**src/rtl/turbo_itl_ctrl.sv**
```systemverilog
// Turbo interleaver control FSM: load phase, gapped interleave/deinterleave passes, done pulse.
// Optional read-stall input is enabled by defining TURBO_ITL_CTRL_STALL_EN.
module turbo_itl_ctrl #(
  parameter int GAP_CYC = 2,
  parameter int ADDR_W  = 12
) (
  input  logic              clk,
  input  logic              n_rst,
  input  logic [1:0]        pb_size,
  input  logic [3:0]        cfg_iter,
  input  logic              frm_start,
  input  logic              abort,
  input  logic              din_vld,
`ifdef TURBO_ITL_CTRL_STALL_EN
  input  logic              rd_stall,
`endif
  output logic              wr_en,
  output logic [ADDR_W-1:0] wr_addr,
  output logic              rd_en,
  output logic [ADDR_W-1:0] rd_addr,
  output logic              itl_start,
  output logic              itl_mode,
  output logic [4:0]        pass_idx,
  output logic              busy,
  output logic              done,
  output logic              err_cfg,
  output logic              err_ovf
);

  typedef enum logic [2:0] {
    IDLE,
    LOAD,
    GAP,
    PASS,
    DONE
  } state_t;

  localparam logic [ADDR_W-1:0] LAST_64   = ADDR_W'(63);
  localparam logic [ADDR_W-1:0] LAST_544  = ADDR_W'(543);
  localparam logic [ADDR_W-1:0] LAST_2080 = ADDR_W'(2079);
  localparam logic [3:0]        GAP_LAST  = 4'(GAP_CYC - 1);

  state_t            state_reg;
  state_t            state_next;
  logic [ADDR_W-1:0] last_reg;
  logic [ADDR_W-1:0] last_next;
  logic [ADDR_W-1:0] wr_addr_reg;
  logic [ADDR_W-1:0] wr_addr_next;
  logic [ADDR_W-1:0] rd_addr_reg;
  logic [ADDR_W-1:0] rd_addr_next;
  logic [4:0]        npass_reg;
  logic [4:0]        npass_next;
  logic [4:0]        pass_cnt_reg;
  logic [4:0]        pass_cnt_next;
  logic [4:0]        pass_idx_reg;
  logic [4:0]        pass_idx_next;
  logic [3:0]        gap_cnt_reg;
  logic [3:0]        gap_cnt_next;
  logic              itl_start_reg;
  logic              itl_start_next;
  logic              itl_mode_reg;
  logic              itl_mode_next;
  logic              rd_en_reg;
  logic              rd_en_next;
  logic              busy_reg;
  logic              busy_next;
  logic              done_reg;
  logic              done_next;
  logic              err_cfg_reg;
  logic              err_cfg_next;
  logic              err_ovf_reg;
  logic              err_ovf_next;

  logic              stall;
  logic [ADDR_W-1:0] len_last;
  logic [3:0]        iter_eff;
  logic              gap_done;

`ifdef TURBO_ITL_CTRL_STALL_EN
  // Stall masks the read strobe in the same cycle so the held address is reissued on release.
  assign stall = rd_stall & (state_reg == PASS);
`else
  assign stall = 1'b0;
`endif

  always_comb begin
    len_last = LAST_2080;
    case (pb_size)
      2'd0:    len_last = LAST_64;
      2'd1:    len_last = LAST_544;
      default: len_last = LAST_2080;
    endcase
  end

  assign iter_eff = (cfg_iter == 4'd0) ? 4'd1 : cfg_iter;
  assign gap_done = (gap_cnt_reg == GAP_LAST);

  always_ff @(posedge clk or negedge n_rst) begin
    if (!n_rst) begin
      state_reg     <= IDLE;
      last_reg      <= '0;
      wr_addr_reg   <= '0;
      rd_addr_reg   <= '0;
      npass_reg     <= '0;
      pass_cnt_reg  <= '0;
      pass_idx_reg  <= '0;
      gap_cnt_reg   <= '0;
      itl_start_reg <= 1'b0;
      itl_mode_reg  <= 1'b0;
      rd_en_reg     <= 1'b0;
      busy_reg      <= 1'b0;
      done_reg      <= 1'b0;
      err_cfg_reg   <= 1'b0;
      err_ovf_reg   <= 1'b0;
    end else begin
      state_reg     <= state_next;
      last_reg      <= last_next;
      wr_addr_reg   <= wr_addr_next;
      rd_addr_reg   <= rd_addr_next;
      npass_reg     <= npass_next;
      pass_cnt_reg  <= pass_cnt_next;
      pass_idx_reg  <= pass_idx_next;
      gap_cnt_reg   <= gap_cnt_next;
      itl_start_reg <= itl_start_next;
      itl_mode_reg  <= itl_mode_next;
      rd_en_reg     <= rd_en_next;
      busy_reg      <= busy_next;
      done_reg      <= done_next;
      err_cfg_reg   <= err_cfg_next;
      err_ovf_reg   <= err_ovf_next;
    end
  end

  always_comb begin
    state_next     = state_reg;
    last_next      = last_reg;
    wr_addr_next   = wr_addr_reg;
    rd_addr_next   = rd_addr_reg;
    npass_next     = npass_reg;
    pass_cnt_next  = pass_cnt_reg;
    pass_idx_next  = pass_idx_reg;
    gap_cnt_next   = gap_cnt_reg;
    itl_start_next = itl_start_reg;
    itl_mode_next  = itl_mode_reg;
    rd_en_next     = rd_en_reg;
    done_next      = 1'b0;
    err_cfg_next   = 1'b0;
    err_ovf_next   = err_ovf_reg;

    // A symbol outside the load window is dropped and flagged until the next accepted frame.
    if (din_vld && (state_reg != IDLE) && (state_reg != LOAD)) begin
      err_ovf_next = 1'b1;
    end

    if (abort) begin
      state_next     = IDLE;
      rd_en_next     = 1'b0;
      itl_start_next = 1'b0;
    end else begin
      case (state_reg)
        IDLE: begin
          if (frm_start) begin
            if (pb_size == 2'd3) begin
              err_cfg_next = 1'b1;
            end else begin
              last_next     = len_last;
              npass_next    = {iter_eff, 1'b0};
              pass_cnt_next = '0;
              wr_addr_next  = '0;
              rd_addr_next  = '0;
              err_ovf_next  = 1'b0;
              state_next    = LOAD;
            end
          end
        end
        LOAD: begin
          if (din_vld) begin
            if (wr_addr_reg == last_reg) begin
              state_next   = GAP;
              gap_cnt_next = '0;
            end else begin
              wr_addr_next = wr_addr_reg + ADDR_W'(1);
            end
          end
        end
        GAP: begin
          if (gap_done) begin
            if (pass_cnt_reg < npass_reg) begin
              state_next     = PASS;
              rd_en_next     = 1'b1;
              rd_addr_next   = '0;
              itl_start_next = 1'b1;
              pass_idx_next  = pass_cnt_reg;
              itl_mode_next  = ~pass_cnt_reg[0];
            end else begin
              state_next = DONE;
              done_next  = 1'b1;
            end
          end else begin
            gap_cnt_next = gap_cnt_reg + 4'd1;
          end
        end
        PASS: begin
          if (!stall) begin
            itl_start_next = 1'b0;
            if (rd_addr_reg == last_reg) begin
              state_next    = GAP;
              gap_cnt_next  = '0;
              rd_en_next    = 1'b0;
              pass_cnt_next = pass_cnt_reg + 5'd1;
            end else begin
              rd_addr_next = rd_addr_reg + ADDR_W'(1);
            end
          end
        end
        DONE: begin
          state_next = IDLE;
        end
        default: begin
          state_next = IDLE;
        end
      endcase
    end

    busy_next = (state_next != IDLE);
  end

  assign wr_en     = (state_reg == LOAD) & din_vld & ~abort;
  assign wr_addr   = wr_addr_reg;
  assign rd_en     = rd_en_reg & ~stall;
  assign rd_addr   = rd_addr_reg;
  assign itl_start = itl_start_reg;
  assign itl_mode  = itl_mode_reg;
  assign pass_idx  = pass_idx_reg;
  assign busy      = busy_reg;
  assign done      = done_reg;
  assign err_cfg   = err_cfg_reg;
  assign err_ovf   = err_ovf_reg;

endmodule

```
**config.mk**
```make
export PLATFORM = sky130hd
export DESIGN_NAME = turbo_itl_ctrl
export DESIGN_NICKNAME = d
export VERILOG_FILES = /design/src/rtl/turbo_itl_ctrl.sv
export SDC_FILE = /design/constraint.sdc
export NUM_CORES = 1
export LEC_CHECK = 0
export ABC_AREA = 1
export BUFFER_PORTS_ARGS = -buffer_cell sky130_fd_sc_hd__buf_2
export CORE_MARGIN = 5
export CORE_UTILIZATION = 52
export CTS_CLUSTER_DIAMETER = 100
export DETAILED_ROUTE_END_ITERATION = 12
export PLACE_DENSITY = 0.79
export SKIP_LAST_GASP = 1
export SYNTH_ARGS = -nofsm -noshare
export SYNTH_HDL_FRONTEND = slang
export SYNTH_SLANG_ARGS = --single-unit
```
**constraint.sdc**
```tcl
create_clock -name clk -period 1.6 [get_ports clk]
set_clock_uncertainty 0.15 [all_clocks]
set_input_delay 0.08 -clock clk [delete_from_list [all_inputs] [get_ports clk]]
set_output_delay 0.08 -clock clk [all_outputs]
set_load 0.01 [all_outputs]
```
==> insert_results.sql, run 1 <==
INSERT INTO impl_metrics (metric_group, metric, value, unit) VALUES
('sta', 'timing.max_slew.rel_slack', '0.780', ''),
('sta', 'fmaxAchievable', '523', 'MHz'),
('drt', 'routedWlPerCell', '19.5', 'um'),
('worst_hold_path', 'min_delay_path_depth', '3', ''),
('placed_design', 'placed_wire_length_estimate', '6500', 'um'),
('clock_tree', 'clockBufferDepth', '2', ''),
('final_layout', 'diode_insertion_count_for_antenna_repair', '0', ''),
('sta', 'final-setup-viol-count', '51', ''),
('floorplan', 'initial_util', '0.525', ''),
('power_and_ir_drop', 'vdd_drop_max', '578', 'uV'),
('sta', 'finalHoldWorstSlack', '0.0694', 'ns'),
('logic_synthesis', 'synth-warning-count', '0', ''),
('floorplan', 'pin_count', '48', ''),
('floorplan', 'chipHeight', '89.4', 'um'),
('drt', 'drt-pass1-iter-count', '8', ''),
('logic_synthesis', 'syn_area_per_cell', '7.66', 'um^2'),
('drt', 'routed_via_count_divided_by_cell_count', '5.85', ''),
('logic_synthesis', 'synthArstFlopShare', '1.00', ''),
('sta', 'worst_slack', '-0.314', 'ns'),
('drt', 'antenna_violating_nets_post_route', '0', ''),
('final_layout', 'finalNetCount', '611', ''),
('drt', 'detailroute.via_count', '3918', ''),
('clock_tree', 'cts.htree.levels', '2', ''),
('global_route', 'number_of_antenna_violations_at_the_first_check_in_global_routing', '0', ''),
('placed_design', 'numPlacedInstances', '623', ''),
('sta', 'finalCriticalPeriod', '1.91', 'ns'),
('critical_path', 'start_kind', 'flop', ''),
('worst_hold_path', 'hold_end', 'state_reg[0]', ''),
('logic_synthesis', 'synth_largest_type_area_fraction', '0.427', ''),
('drt', 'drc_errors', '0', ''),
('placed_design', 'post_dp_cell_area', '4210', 'um^2'),
('logic_synthesis', 'postSynthCellCount', '428', ''),
('clock_tree', 'cts.sinks', '56', ''),
('final_layout', 'post_route_cells_drive_above_1_share', '0.496', ''),
('logic_synthesis', 'synth.yosys.seq_area_share', '0.427', ''),
('floorplan', 'std_cell_rows', '29', ''),
('placed_design', 'portBuffers', '47', ''),
('final_layout', 'post-route-util', '0.823', ''),
('critical_path', 'rr_worst_depth', '11', ''),
('drt', 'wl', '13100', 'um'),
('critical_path', 'rr_startpoint', 'rd_addr[0]', ''),
('sta', 'rsz0062_at_grt', 'yes', ''),
('logic_synthesis', 'synth_unique_cells', '31', ''),
('critical_path', 'crit_path_end_kind', 'flop', ''),
('sta', 'final_min_period_over_clock_period', '1.20', ''),
('outcome', 'violations', 'setup timing', ''),
('worst_hold_path', 'worstHoldStart', 'abort', ''),
('final_layout', 'finish.instance_area', '5130', 'um^2'),
('global_route', 'track_usage', '0.265', ''),
('clock_tree', 'clk-insertion-delay-late', '0.33', 'ns'),
('outcome', 'outcome', 'finished with violations', ''),
('final_layout', 'area_growth_syn_to_layout', '56.6', '%'),
('placed_design', 'place_worst_setup_slack', '-0.159', 'ns'),
('floorplan', 'die_w', '89.4', 'um'),
('placed_design', 'gpl.final_weighted_congestion', '0.924', ''),
('logic_synthesis', 'syn_area', '3280', 'um^2'),
('logic_synthesis', 'synth.ff_latch_count', '56', ''),
('power_and_ir_drop', 'total_leakage_power', '2.60', 'nW'),
('logic_synthesis', 'post-synth-top-area-cell', 'sky130_fd_sc_hd__dfrtp_1', ''),
('critical_path', 'endpoint_of_the_worst_register_to_register_path', 'rd_addr[0]', ''),
('sta', 'report.final.hold_viol_count', '0', ''),
('floorplan', 'die_area', '8000', 'um^2'),
('global_route', 'grt_start_max_net_pins', '57', ''),
('critical_path', 'crit_path_required_time', '1.69', 'ns'),
('logic_synthesis', 'synth-main-ff-cell', 'sky130_fd_sc_hd__dfrtp_1', ''),
('critical_path', 'critical_path_arrival', '2.00', 'ns'),
('worst_hold_path', 'worstHoldPathType', 'input port to flop', ''),
('power_and_ir_drop', 'pwr_cell_area', '685', 'nW/um^2'),
('flow_run', 'max-cap-violations', '0', ''),
('critical_path', 'worstSetupPathType', 'flop to flop', ''),
('drt', 'first_iter_violations', '564', '');
==> cell usage after synthesis, types with 4 or more instances <==
cell                        n
sky130_fd_sc_hd__dfrtp_1   56
sky130_fd_sc_hd__nand3_1   41
sky130_fd_sc_hd__ha_1       8
sky130_fd_sc_hd__o21ai_0   18
sky130_fd_sc_hd__or2_2      4
sky130_fd_sc_hd__o21ai_2    5
sky130_fd_sc_hd__nor2_2     4
sky130_fd_sc_hd__xor2_1    16
sky130_fd_sc_hd__inv_1     46
sky130_fd_sc_hd__nor3_1    10
sky130_fd_sc_hd__xnor2_1    6
sky130_fd_sc_hd__a21oi_1    5
sky130_fd_sc_hd__inv_2      6
sky130_fd_sc_hd__o21ai_1   18
sky130_fd_sc_hd__nand2_1  119
sky130_fd_sc_hd__nor2_1    39
==> what timing repair did <==
action / in CTS / in global routing
buffers inserted: 11 / 15
hold endpoints to repair: 67 / 2
gates resized for setup: 48 / 95
setup endpoints to repair: 52 / 54
pin swaps: 22 / 38
hold buffers: 11 / 1
gates cloned: 2 / 1
==> worst max-delay path by stage <==
stage	start	endpoint	slack, ns	depth (start not counted)
2_1_floorplan	pass_cnt_reg[2]	rd_addr[10]	-0.05	11
3_3_place_gp	last_reg[11]	busy	-0.09	9
3_5_place_dp	npass_reg[4]	rd_addr[5]	-0.16	9
4_1_cts	pass_cnt_reg[2]	rd_addr[10]	-0.10	10
5_1_grt	rd_addr[0]	rd_addr[0]	-0.42	11
6_report	rd_addr[0]	rd_addr[0]	-0.31	11
==> placed cells by master (no fill, tap or decap), drive strengths merged <==
cell,instances
a21oi,7
and3,1
buf,152
bufinv,1
clkbuf,7
dfrtp,56
dlygate4sd3,11
ha,8
inv,53
nand2,125
nand3,44
nand4,3
nor2,44
nor3,10
nor4,1
o21ai,41
o21bai,2
o31ai,1
or2,4
xnor2,6
xor2,16
==> power breakdown <==
group / internal (mW) / total, mW / switching (mW)
registers: 1.48 / 1.55 / 0.0738
clock network: 0.553 / 1.04 / 0.491
logic: 0.392 / 0.923 / 0.530
total: 2.42 / 3.52 / 1.10
==> worst max-delay path: stages, from the launching register on <==
cell	delay, ns
sky130_fd_sc_hd__dfrtp_1	0.47
sky130_fd_sc_hd__nand2_1	0.13
sky130_fd_sc_hd__inv_1	0.12
sky130_fd_sc_hd__nand3_1	0.09
sky130_fd_sc_hd__nand2_1	0.08
sky130_fd_sc_hd__nand2_2	0.11
sky130_fd_sc_hd__nor2_4	0.14
sky130_fd_sc_hd__nand2_4	0.10
sky130_fd_sc_hd__nand3_4	0.16
sky130_fd_sc_hd__buf_12	0.15
sky130_fd_sc_hd__nand2_2	0.05
sky130_fd_sc_hd__o21ai_1	0.08
==> logic make-up after synthesis <==
family | Yosys count | synth area share
AOI/OAI and AO/OA | 50 | 0.0878
and+or+nand+nor | 232 | 0.318
xor gates and xnor gates | 22 | 0.0588
DFF | 56 | 0.427
buffers and inverters | 60 | 0.0778
adders and majority gates | 8 | 0.0305
==> per-layer routing <==
metal  vias to the layer above  GRT usage  part of all wire
li1                       1687          -                 -
met1                      1812      0.331              0.36
met2                       324      0.453              0.48
met3                        95     0.0452              0.10
met4                         0      0.108             0.062
met5                         -          0                 0
==> cell type report <==
cell class	instances	area (um^2)
inverters	52	215
clock buffers	7	96.3
fillers	317	1110
repair buffers	163	1210
well taps	77	96.3
clock inverters	1	30.0
flip-flops and latches	56	1410
repair inverters	1	6.26
multi-input cells	313	2070
(Power assumes the default switching activity.)
==> run 2, diff against run 1 <==
- REMOVE_ABC_BUFFERS: not set -> 1
==> run 2 against run 1 <==
The flow still finishes with violations (setup timing). Sequential power about the same. Setup slack better by 0.058 ns. Combinational power down 12%. First-iteration DRC count down 32%. Sequential cell count unchanged. Die area unchanged. Total power down 0.29%. Clock power up 11%. Largest power group unchanged.
==> insert_results.sql, run 2 (synthesis gave the netlist of run 1 again) <==
INSERT INTO impl_metrics (metric_group, metric, value, unit) VALUES
('sta', 'fin_tns_setup', '-7.15', 'ns'),
('placed_design', 'placed_wire_length_estimate', '6290', 'um'),
('clock_tree', 'cts.sinks', '56', ''),
('final_layout', 'post_route_cells_drive_above_1_share', '0.465', ''),
('clock_tree', 'cts.htree.levels', '2', ''),
('clock_tree', 'clockBufferDepth', '2', ''),
('floorplan', 'die_area', '8000', 'um^2'),
('global_route', 'via_count_of_the_first_global_routing_pass', '3505', ''),
('global_route', 'grt_pass1_wl', '16100', 'um'),
('critical_path', 'crit_path_end_kind', 'flop', ''),
('critical_path', 'worstSetupPathType', 'flop to flop', ''),
('power_and_ir_drop', 'vdd_drop_max', '507', 'uV'),
('global_route', 'overflow', '0', ''),
('final_layout', 'finish.instance_area', '4950', 'um^2'),
('sta', 'rsz0062_at_grt', 'yes', ''),
('critical_path', 'start_kind', 'flop', ''),
('drt', 'routedWlPerCell', '18.0', 'um'),
('floorplan', 'std_cell_rows', '29', ''),
('outcome', 'violations', 'setup timing', ''),
('sta', 'worst_slack', '-0.256', 'ns'),
('final_layout', 'multi_input_area', '2050', 'um^2'),
('critical_path', 'cell_chain_of_the_critical_path', 'inv_2 -> ha_4 -> nand2_2 -> nand2_2 -> nand2_4 -> nand3_4 -> nand2_4 -> nand3_4 -> buf_6 -> nand2_2 -> nand2_1', ''),
('final_layout', 'mostFrequentLayoutCell', 'sky130_fd_sc_hd__nand2_1', ''),
('final_layout', 'diode_insertion_count_for_antenna_repair', '0', ''),
('sta', 'timing.max_slew.rel_slack', '0.767', ''),
('final_layout', 'area_growth_syn_to_layout', '50.9', '%'),
('worst_hold_path', 'worstHoldPathType', 'input port to asynchronous set/reset pin', ''),
('drt', 'detailroute.via_count', '3722', ''),
('drt', 'routed_via_count_divided_by_cell_count', '5.72', ''),
('placed_design', 'post_dp_cell_area', '4070', 'um^2'),
('drt', 'antenna_violating_nets_post_route', '0', ''),
('critical_path', 'timing.critical_path.fanout_max', '4', ''),
('clock_tree', 'cts.reportedPaths.clkPinSlew', '0.12', 'ns'),
('placed_design', 'portBuffers', '47', ''),
('final_layout', 'finalNetCount', '592', ''),
('outcome', 'outcome', 'finished with violations', ''),
('power_and_ir_drop', 'pwr_cell_area', '709', 'nW/um^2'),
('clock_tree', 'root_buffer', 'sky130_fd_sc_hd__clkbuf_8', ''),
('global_route', 'number_of_antenna_violations_at_the_first_check_in_global_routing', '0', ''),
('clock_tree', 'clk-insertion-delay-late', '0.33', 'ns'),
('power_and_ir_drop', 'total_leakage_power', '2.49', 'nW'),
('final_layout', 'final-seq-area', '1410', 'um^2'),
('clock_tree', 'cts_tree', 'yes', ''),
('global_route', 'grt_start_max_net_pins', '57', ''),
('critical_path', 'cpMostUsedCell', 'sky130_fd_sc_hd__nand2_2', ''),
('critical_path', 'rr_worst_depth', '11', ''),
('critical_path', 'cpMaxStageDelayCell', 'sky130_fd_sc_hd__dfrtp_1', ''),
('critical_path', 'critical_path_arrival', '1.92', 'ns'),
('floorplan', 'initial_util', '0.525', ''),
('sta', 'fmaxAchievable', '539', 'MHz'),
('sta', 'worstMarginPinSlew', '0.348', 'ns'),
('drt', 'drc_errors', '0', ''),
('drt', 'first_iter_violations', '381', ''),
('drt', 'wl', '11700', 'um'),
('sta', 'finalCriticalPeriod', '1.86', 'ns'),
('floorplan', 'core-area', '6240', 'um^2'),
('final_layout', 'mostFrequentLayoutCells', '81 x sky130_fd_sc_hd__nand2_1, 76 x sky130_fd_sc_hd__buf_4, 49 x sky130_fd_sc_hd__dfrtp_1', ''),
('flow_run', 'max-cap-violations', '0', ''),
('placed_design', 'gpl.final_weighted_congestion', '0.951', ''),
('floorplan', 'chipHeight', '89.4', 'um'),
('drt', 'drt-pass1-iter-count', '5', ''),
('critical_path', 'crit_path_max_incr_delay', '0.40', 'ns'),
('drt', 'wl_met1', '4410', 'um'),
('drt', 'met3WireLength', '943', 'um'),
('sta', 'final-setup-viol-count', '47', ''),
('sta', 'final-max-slew-violation-count', '0', ''),
('drt', 'dr_wl_met2', '5840', 'um'),
('floorplan', 'die_w', '89.4', 'um'),
('global_route', 'track_usage', '0.258', ''),
('drt', 'top_layer', 'met4', ''),
('clock_tree', 'cts_made_buffers', '5', ''),
('floorplan', 'pin_count', '48', ''),
('critical_path', 'crit_path_required_time', '1.67', 'ns'),
('final_layout', 'nFillCells', '339', ''),
('final_layout', 'post-route-util', '0.793', ''),
('sta', 'final_min_period_over_clock_period', '1.16', ''),
('sta', 'report.final.hold_viol_count', '0', '');
## run 2: changes by cell type in the layout (fill, tap and decap cells not counted), sizes merged
cell and change:
inv +2, buf -20, clkbuf -2, bufinv +1
## run 2: final timing paths
| path | start | endpoint | slack, ns |
|---|---|---|---|
| setup / recovery | npass_reg[2] | rd_addr[6] | -0.26 |
| hold reg to reg | npass_reg[1] | npass_reg[1] | 0.35 |
| max in group asynchronous | n_rst | state_reg[2] | 0.88 |
| hold / removal | n_rst | wr_addr[8] | 0.09 |
| setup reg to reg | npass_reg[2] | rd_addr[6] | -0.26 |
| min in group clk | abort | state_reg[1] | 0.11 |
## run 2: area by class of cell
class / instances / share of cell area
multi-input combinational: 313 / 0.414
sequential: 56 / 0.285
timing repair buffer: 143 / 0.208
inverter: 52 / 0.0430
tap: 77 / 0.0195
clock buffer: 5 / 0.0139
clock inverter: 3 / 0.0139
timing repair inverter: 2 / 0.00253
## run 2: per-stage QoR
step | hold slack (ns) | power (mW) | instances | setup WS, ns
after floorplan | -0.366 | 1.81 | 420 | -0.187
after global placement | -0.0499 | 2.02 | 612 | -0.147
after detailed placement | -0.0452 | 2.04 | 612 | -0.248
after CTS | 0.0725 | 3.29 | 644 | -0.140
after global routing | 0.123 | 3.63 | 651 | -0.380
final | 0.0945 | 3.51 | 651 | -0.256
## run 2: worst max-delay path: cells and delay by family, from the launching register on
family	cells	cell delay [ns]
fa+ha+maj	1	0.20
buf+inv	2	0.27
flops	1	0.40
simple gates	8	0.73
## run 2: repair_timing
item                                    in CTS  in global routing
pin swaps                                   12                 29
endpoints found under the setup margin      48                 54
buffers inserted                            10                  6
gates cloned                                 3                  1
hold endpoints to repair                    67                  0
resized for setup                           55                 86
hold buffers                                11                  0
## run 2: power by group
group	internal, mW	switching [mW]
clock	0.631	0.517
sequential	1.48	0.0663
combinational	0.327	0.490
## run 2: layer usage
metal,track usage,up-vias
met2,0.449,229
met4,0.100,0
li1,-,1658
met1,0.318,1775
met3,0.0424,60
met5,0,-
